## config.mk

```make
export PLATFORM = sky130hd
export DESIGN_NAME = imem_loader
export DESIGN_NICKNAME = d
export VERILOG_FILES = /design/src/rtl/imem_loader.sv
export SDC_FILE = /design/constraint.sdc
export NUM_CORES = 1
export LEC_CHECK = 0
export ABC_AREA = 0
export BUFFER_PORTS_ARGS = -buffer_cell sky130_fd_sc_hd__clkbuf_2
export CORE_MARGIN = 4
export CORE_UTILIZATION = 50
export DETAILED_ROUTE_END_ITERATION = 10
export GPL_ROUTABILITY_DRIVEN = 1
export PLACE_DENSITY = 0.73
export SLEW_MARGIN = 30
export SYNTH_ARGS = -nofsm -noshare
export SYNTH_HDL_FRONTEND = slang
export SYNTH_SLANG_ARGS = --single-unit
```

## constraint.sdc

```tcl
create_clock -name clk -period 2.19 [get_ports clk]
set_input_delay 0.438 -clock clk [delete_from_list [all_inputs] [get_ports clk]]
set_output_delay 0.438 -clock clk [all_outputs]
set_load 0.05 [all_outputs]
```

## src/rtl/imem_loader.sv

```systemverilog
// Instruction-memory loader: parses a length-prefixed byte stream into little-endian
// 32-bit words and writes them to consecutive word addresses, holding the core meanwhile.
module imem_loader #(
  parameter int DEPTH  = 256,
  parameter int ADDR_W = 8
) (
  input  logic              clk,
  input  logic              rst,
  input  logic              i_start,
  input  logic              i_in_valid,
  input  logic [7:0]        i_in_data,
  output logic              o_in_ready,
  output logic              o_mem_we,
  output logic [ADDR_W-1:0] o_mem_addr,
  output logic [31:0]       o_mem_wdata,
  output logic              o_cpu_hold,
  output logic              o_done,
  output logic              o_error
);

  typedef enum logic [2:0] {
    S_IDLE, S_LEN_LO, S_LEN_HI, S_DATA, S_WRITE, S_DONE, S_ERR
  } state_t;

  state_t            r_state;
  logic [15:0]       r_count;
  logic [ADDR_W:0]   r_word_idx;
  logic [1:0]        r_byte_idx;
  logic [31:0]       r_asm;

  logic              w_accept;
  logic [15:0]       w_len;
  logic              w_last;

  assign w_accept = i_in_valid && o_in_ready;
  assign w_len    = {i_in_data, r_count[7:0]};
  // word_idx is one bit wider than the address so N == DEPTH is representable.
  assign w_last   = (16'(r_word_idx) + 16'd1) == r_count;

  always_ff @(posedge clk) begin
    // NOTE: state uses non-blocking assignments so every branch sees pre-edge values.
    if (rst) begin
      r_state    <= S_IDLE;
      r_count    <= '0;
      r_word_idx <= '0;
      r_byte_idx <= '0;
      r_asm      <= '0;
    end else begin
      case (r_state)
        S_IDLE, S_ERR: begin
          if (i_start) begin
            r_state    <= S_LEN_LO;
            r_word_idx <= '0;
            r_byte_idx <= '0;
          end
        end
        S_LEN_LO: begin
          if (w_accept) begin
            r_count[7:0] <= i_in_data;
            r_state      <= S_LEN_HI;
          end
        end
        S_LEN_HI: begin
          if (w_accept) begin
            r_count[15:8] <= i_in_data;
            if (w_len == 16'd0)
              r_state <= S_DONE;
            else if ({1'b0, w_len} > 17'(DEPTH))
              r_state <= S_ERR;
            else
              r_state <= S_DATA;
          end
        end
        S_DATA: begin
          if (w_accept) begin
            r_asm[{r_byte_idx, 3'b000} +: 8] <= i_in_data;
            r_byte_idx                       <= r_byte_idx + 2'd1;
            if (r_byte_idx == 2'd3)
              r_state <= S_WRITE;
          end
        end
        S_WRITE: begin
          r_word_idx <= r_word_idx + 1'b1;
          r_state    <= w_last ? S_DONE : S_DATA;
        end
        S_DONE:  r_state <= S_IDLE;
        default: r_state <= S_IDLE;
      endcase
    end
  end

  // Outputs decode registered state only; nothing combinational from i_in_valid or i_start.
  assign o_in_ready  = (r_state == S_LEN_LO) || (r_state == S_LEN_HI) || (r_state == S_DATA);
  assign o_mem_we    = (r_state == S_WRITE);
  assign o_mem_addr  = r_word_idx[ADDR_W-1:0];
  assign o_mem_wdata = r_asm;
  assign o_cpu_hold  = !((r_state == S_IDLE) || (r_state == S_DONE));
  assign o_done      = (r_state == S_DONE);
  assign o_error     = (r_state == S_ERR);

endmodule

```

# Yosys cells after proc, flatten, opt, wreduce, memory -nomap -nowiden
# Cells that the tools add are included.
[totals]
regBits = 62
in_bits = 12
[classes]
n_addsub = 4
n_lt_le_gt_ge = 1
eq_ne = 13
shift = 2
mux = 15
reduce_logical = 16
[op_table]
columns = ["operator", "count"]
rows = [
  ["$bwmux W32", 1],
  ["$shift A8 B7 Y32 const A", 1],
  ["$shiftx A8 B7 Y32", 1],
  ["$mux W3", 8],
  ["$pmux W9 S2", 1],
  ["$eq A10 B16 Y1", 1],
  ["$gt A16 B9 Y1 const B", 1],
  ["$logic_not A16 Y1", 1],
  ["$pmux W3 S5", 1],
  ["$add A9 B1 Y10 const B", 1],
  ["$ne A2 B2 Y1 const B", 5],
  ["$add A9 B1 Y9 const B", 1],
  ["$eq A3 B3 Y1 const B", 3],
  ["$mux W9", 1],
  ["$reduce_and A2 Y1", 4],
  ["$neg A5 Y7", 1],
  ["$eq A3 B2 Y1 const B", 2],
  ["$reduce_and A5 Y1", 1],
  ["$mux W2", 2],
  ["$pmux W2 S2", 1],
  ["$reduce_bool A2 Y1", 2],
  ["$eq A3 B1 Y1 const B", 1],
  ["$logic_not A3 Y1", 1],
  ["$logic_or A1 B1 Y1", 3],
  ["other kinds (6)", 6],
]

# Logic depth before layout (Yosys ltp)
[depth]
word_depth = 6
mapped_depth = 8
depth_no_buf = 6

# Worst setup path after synthesis
# OpenSTA, ideal clock, no wires.
[synth_timing]
path_type = "reg-to-output"
from = "reg r_state[0]"
to = "out o_in_ready"
arrival_time_ps = 1350
t_required_ps = 1752
path_slack_ps = 402
path_stages_with_launch = 4
path_cell_list = "dfxtp_1 clkbuf_1 nor2_1 nor2_1"
[synth_via]
elab_chain_len = 3
elab_cells_between_ends = 5
cone_classes = "eq/ne: 3; reduce/logical: 2"
[synth_rtl]
columns = ["item", "line_no", "text"]
rows = [
  ["start: declaration", "25", "state_t r_state;"],
  ["start signal: assignment", "84", "r_state <= w_last ? S_DONE : S_DATA;"],
  ["$eq A3 B1 Y1 or $eq A3 B2 Y1 (tied branches)", "93", "assign o_in_ready = (r_state == S_LEN_LO) || (r_state == S_LEN_HI) || (r_state == S_DATA);"],
  ["$logic_or A1 B1 Y1", "93", ""],
  ["$logic_or A1 B1 Y1 *", "93", ""],
  ["end: declaration", "12", "output logic o_in_ready,"],
]
# Mark *: on every way between the ends. The rest lies on a longest branch, timed or not.

# Worst setup path after layout
[layout_timing]
from = "reg r_state[2]"
to = "out o_mem_we"
[layout_via]
elab_chain_len = 1
[layout_rtl]
columns = ["item", "line_no", "text"]
rows = [
  ["$eq A3 B3 Y1", "94", "assign o_mem_we = (r_state == S_WRITE);"],
  ["end: declaration", "13", "output logic o_mem_we,"],
]
# Every way passes these cells.

==> run summary <==
Port-buffer cells -> 56
synthesized flop and latch total -> 62
ANT nets after route -> 0
final global-route overflow total -> 0
final-report hold violation count -> 0
multi-input logic area -> 0.00167 mm2
Die Width -> 86.8 um
first-pass GRT wire length -> 13400 um
clock root buffer -> clkbuf_8
Slew Limit Fails -> 0
Register Area -> 0.00124 mm2
crit-path max FO -> 9
H-tree depth -> 3
vias in the first global route -> 2862
gpl congestion -> 0.928
Layout Nets -> 468
worst hold margin -> 0.453 ns
HP Class -> flop to flop
Max-Cap Viols -> 0
drt pass-1 iters -> 4
most frequent cells in the layout -> nand2_1 (65), dfxtp_1 (60), a21oi_1 (56)
Post-Place Cells -> 513
initial antenna violation count -> 0
Post-Layout Cell Count -> 528
Pleak -> 1.42 nW
Clock Tree Buf Depth -> 2
max-slew headroom at the worst pin -> 58.2%
met2 Track Usage GR -> 35.0%
syn_nets -> 417
RSZ-0062 raised after global routing -> no
register area share after synthesis -> 40.0%
hpwl dp -> 5510 um
fraction of layout cells with a size suffix above 1 -> 21.6%
CTS buffer count -> 9
gr busiest metal -> met2
clock skew -> 0.00550 ns
status -> finished clean
# Post-CTS Setup Buffers -> 0
1st-iter DRT viols -> 181
Max Fclk -> 489 MHz
Starting Density -> 52.1%
Avg Vias per Cell -> 5.68
largest net degree at the start of global routing -> 63
commonest non-fill, non-tap cell in the layout -> nand2_1
number of diodes -> 0
setup tns final -> 0 ns
Rows -> 28
GR Util met3 -> 3.99%
final setup vio count -> 0
clock latency on the worst-skew pair -> 0.33 ns
Critical Path RT -> 1.75 ns
die area -> 0.00753 mm2
Final Cycle Share -> 93.4%
crit path DAT -> 1.61 ns
vias post-DR -> 2997
Synth Warn # -> 0
total power -> 3.31 mW
Reg clk slew, reported paths -> 0.07 ns
I/O Pins -> 57
cells after synthesis -> 398
Post-Synthesis Cell Area -> 0.00310 mm2
Die Span Y -> 86.8 um
final worst path period need -> 2.05 ns
DRC -> 0
WL/cell -> 15.0 um
Pwr Density -> 911 mW/mm2
Mapped Avg Cell Area -> 7.80 um2
met1 Usage GRT -> 29.9%
Peak VDD IR -> 0.000784 V
Syn-to-layout area delta -> 17.1%
GRT Resource Usage Total -> 22.2%
Worst-Margin Slew -> 0.628 ns
Synth cell types -> 46
Setup crit end kind -> output port
kind of critical path -> flop to output port
core footprint -> 0.00596 mm2
kind of start point of the critical path -> flop
CTS Sinks -> 62
Fillers -> 552
CTS tree -> done
final wirelength -> 7930 um
-- area by class of cell --
class | count | area share (%)
multi-input combinational | 296 | 45.9
sequential | 62 | 34.2
timing repair buffer | 74 | 11.5
clock buffer | 11 | 3.89
tap | 75 | 2.58
clock inverter | 4 | 1.31
inverter | 6 | 0.620
-- Yosys cell counts (all sizes together) --
cell	number	area, um2
and3	3	18.8
or4b	1	10.0
inv	6	22.5
o21ai	10	50.0
a21o	2	15.0
nor2	25	96.4
nor3b	5	37.5
nand4	2	12.5
clkbuf	15	57.6
mux2i	9	90.1
buf	19	114
and2	7	43.8
or3	5	31.3
or4	8	67.6
nand3	38	190
nor4	2	18.8
xor2	4	35.0
a22oi	1	7.51
a21oi	56	280
a21boi	1	7.51
a211oi	2	15.0
dfxtp	62	1240
a31oi	8	50.1
nand3b	1	7.51
ha	7	87.6
o2111ai	1	8.76
o22ai	2	12.5
xnor2	8	70.1
and4	1	8.76
nand2b	4	25.0
o31a	1	8.76
a311oi	1	8.76
nor2b	5	31.3
nand2	65	244
nor3	8	45.0
a2111oi	1	15.0
o2bb2ai	1	8.76
a31o	1	8.76
-- routing by layer --
metal	up-vias	share of wire, %	routed length [um]
met5	-	0	0
met2	115	46	3660
met4	0	2.0	158
met1	1390	46	3610
met3	16	6.3	496
li1	1476	-	-
-- state kept, by name (all words and copies together), names as in the netlist --
register	flops
r_byte_idx	2
r_count	16
r_word_idx	9
r_state	3
o_mem_wdata	32
-- timing repair --
action | 4_1_cts | 5_1_grt
gates resized for setup | 0 | 4
endpoints found under the setup margin | 0 | 3
hold buffers | 0 | 0
-- critical path, stage by stage (launching register included) --
cell	delay, ns
dfxtp_2	0.41
nor2b_1	0.22
nand2b_1	0.13
inv_1	0.22
clkbuf_4	0.29
-- metrics by stage --
stage               utilization [%]  setup slack, ns  area [um2]
global placement               57.8            0.269        3440
CTS                            60.9          0.00191        3630
detailed placement             57.8            0.209        3440
finish                         61.0            0.145        3630
global route                   61.0          0.00557        3630
floorplan                         -            0.402        3100
-- kinds of logic (layout without fill, tap and decap cells) --
kind of cell	count (synthesis)	in the layout	share of synthesized area (%)
AOI/OAI and AO/OA	88	88	16.0
xor gates and xnor gates	12	12	3.39
adders and majority gates	7	7	2.82
buffers and inverters	40	95	6.25
DFF	62	62	40.0
muxes	9	9	2.90
and+or+nand+nor	180	180	28.6
-- path summary, 6_finish.rpt --
check | start | endpoint | slack (ns) | cells after the start
worst max-delay path | r_state[2] | o_mem_we | 0.14 | 4
worst min-delay path | o_mem_wdata[1] | o_mem_wdata[1] | 0.45 | 2
worst max register to register | r_word_idx[0] | r_state[1] | 0.32 | 6
worst min register to register | o_mem_wdata[1] | o_mem_wdata[1] | 0.45 | 2
-- power by group --
group          total (mW)  leakage (nW)  internal, mW  switching [mW]
registers            1.31         0.501          1.20           0.102
clock network       0.979        0.0952         0.547           0.433
logic                1.03         0.828         0.371           0.655
(Power assumes the default switching activity.)
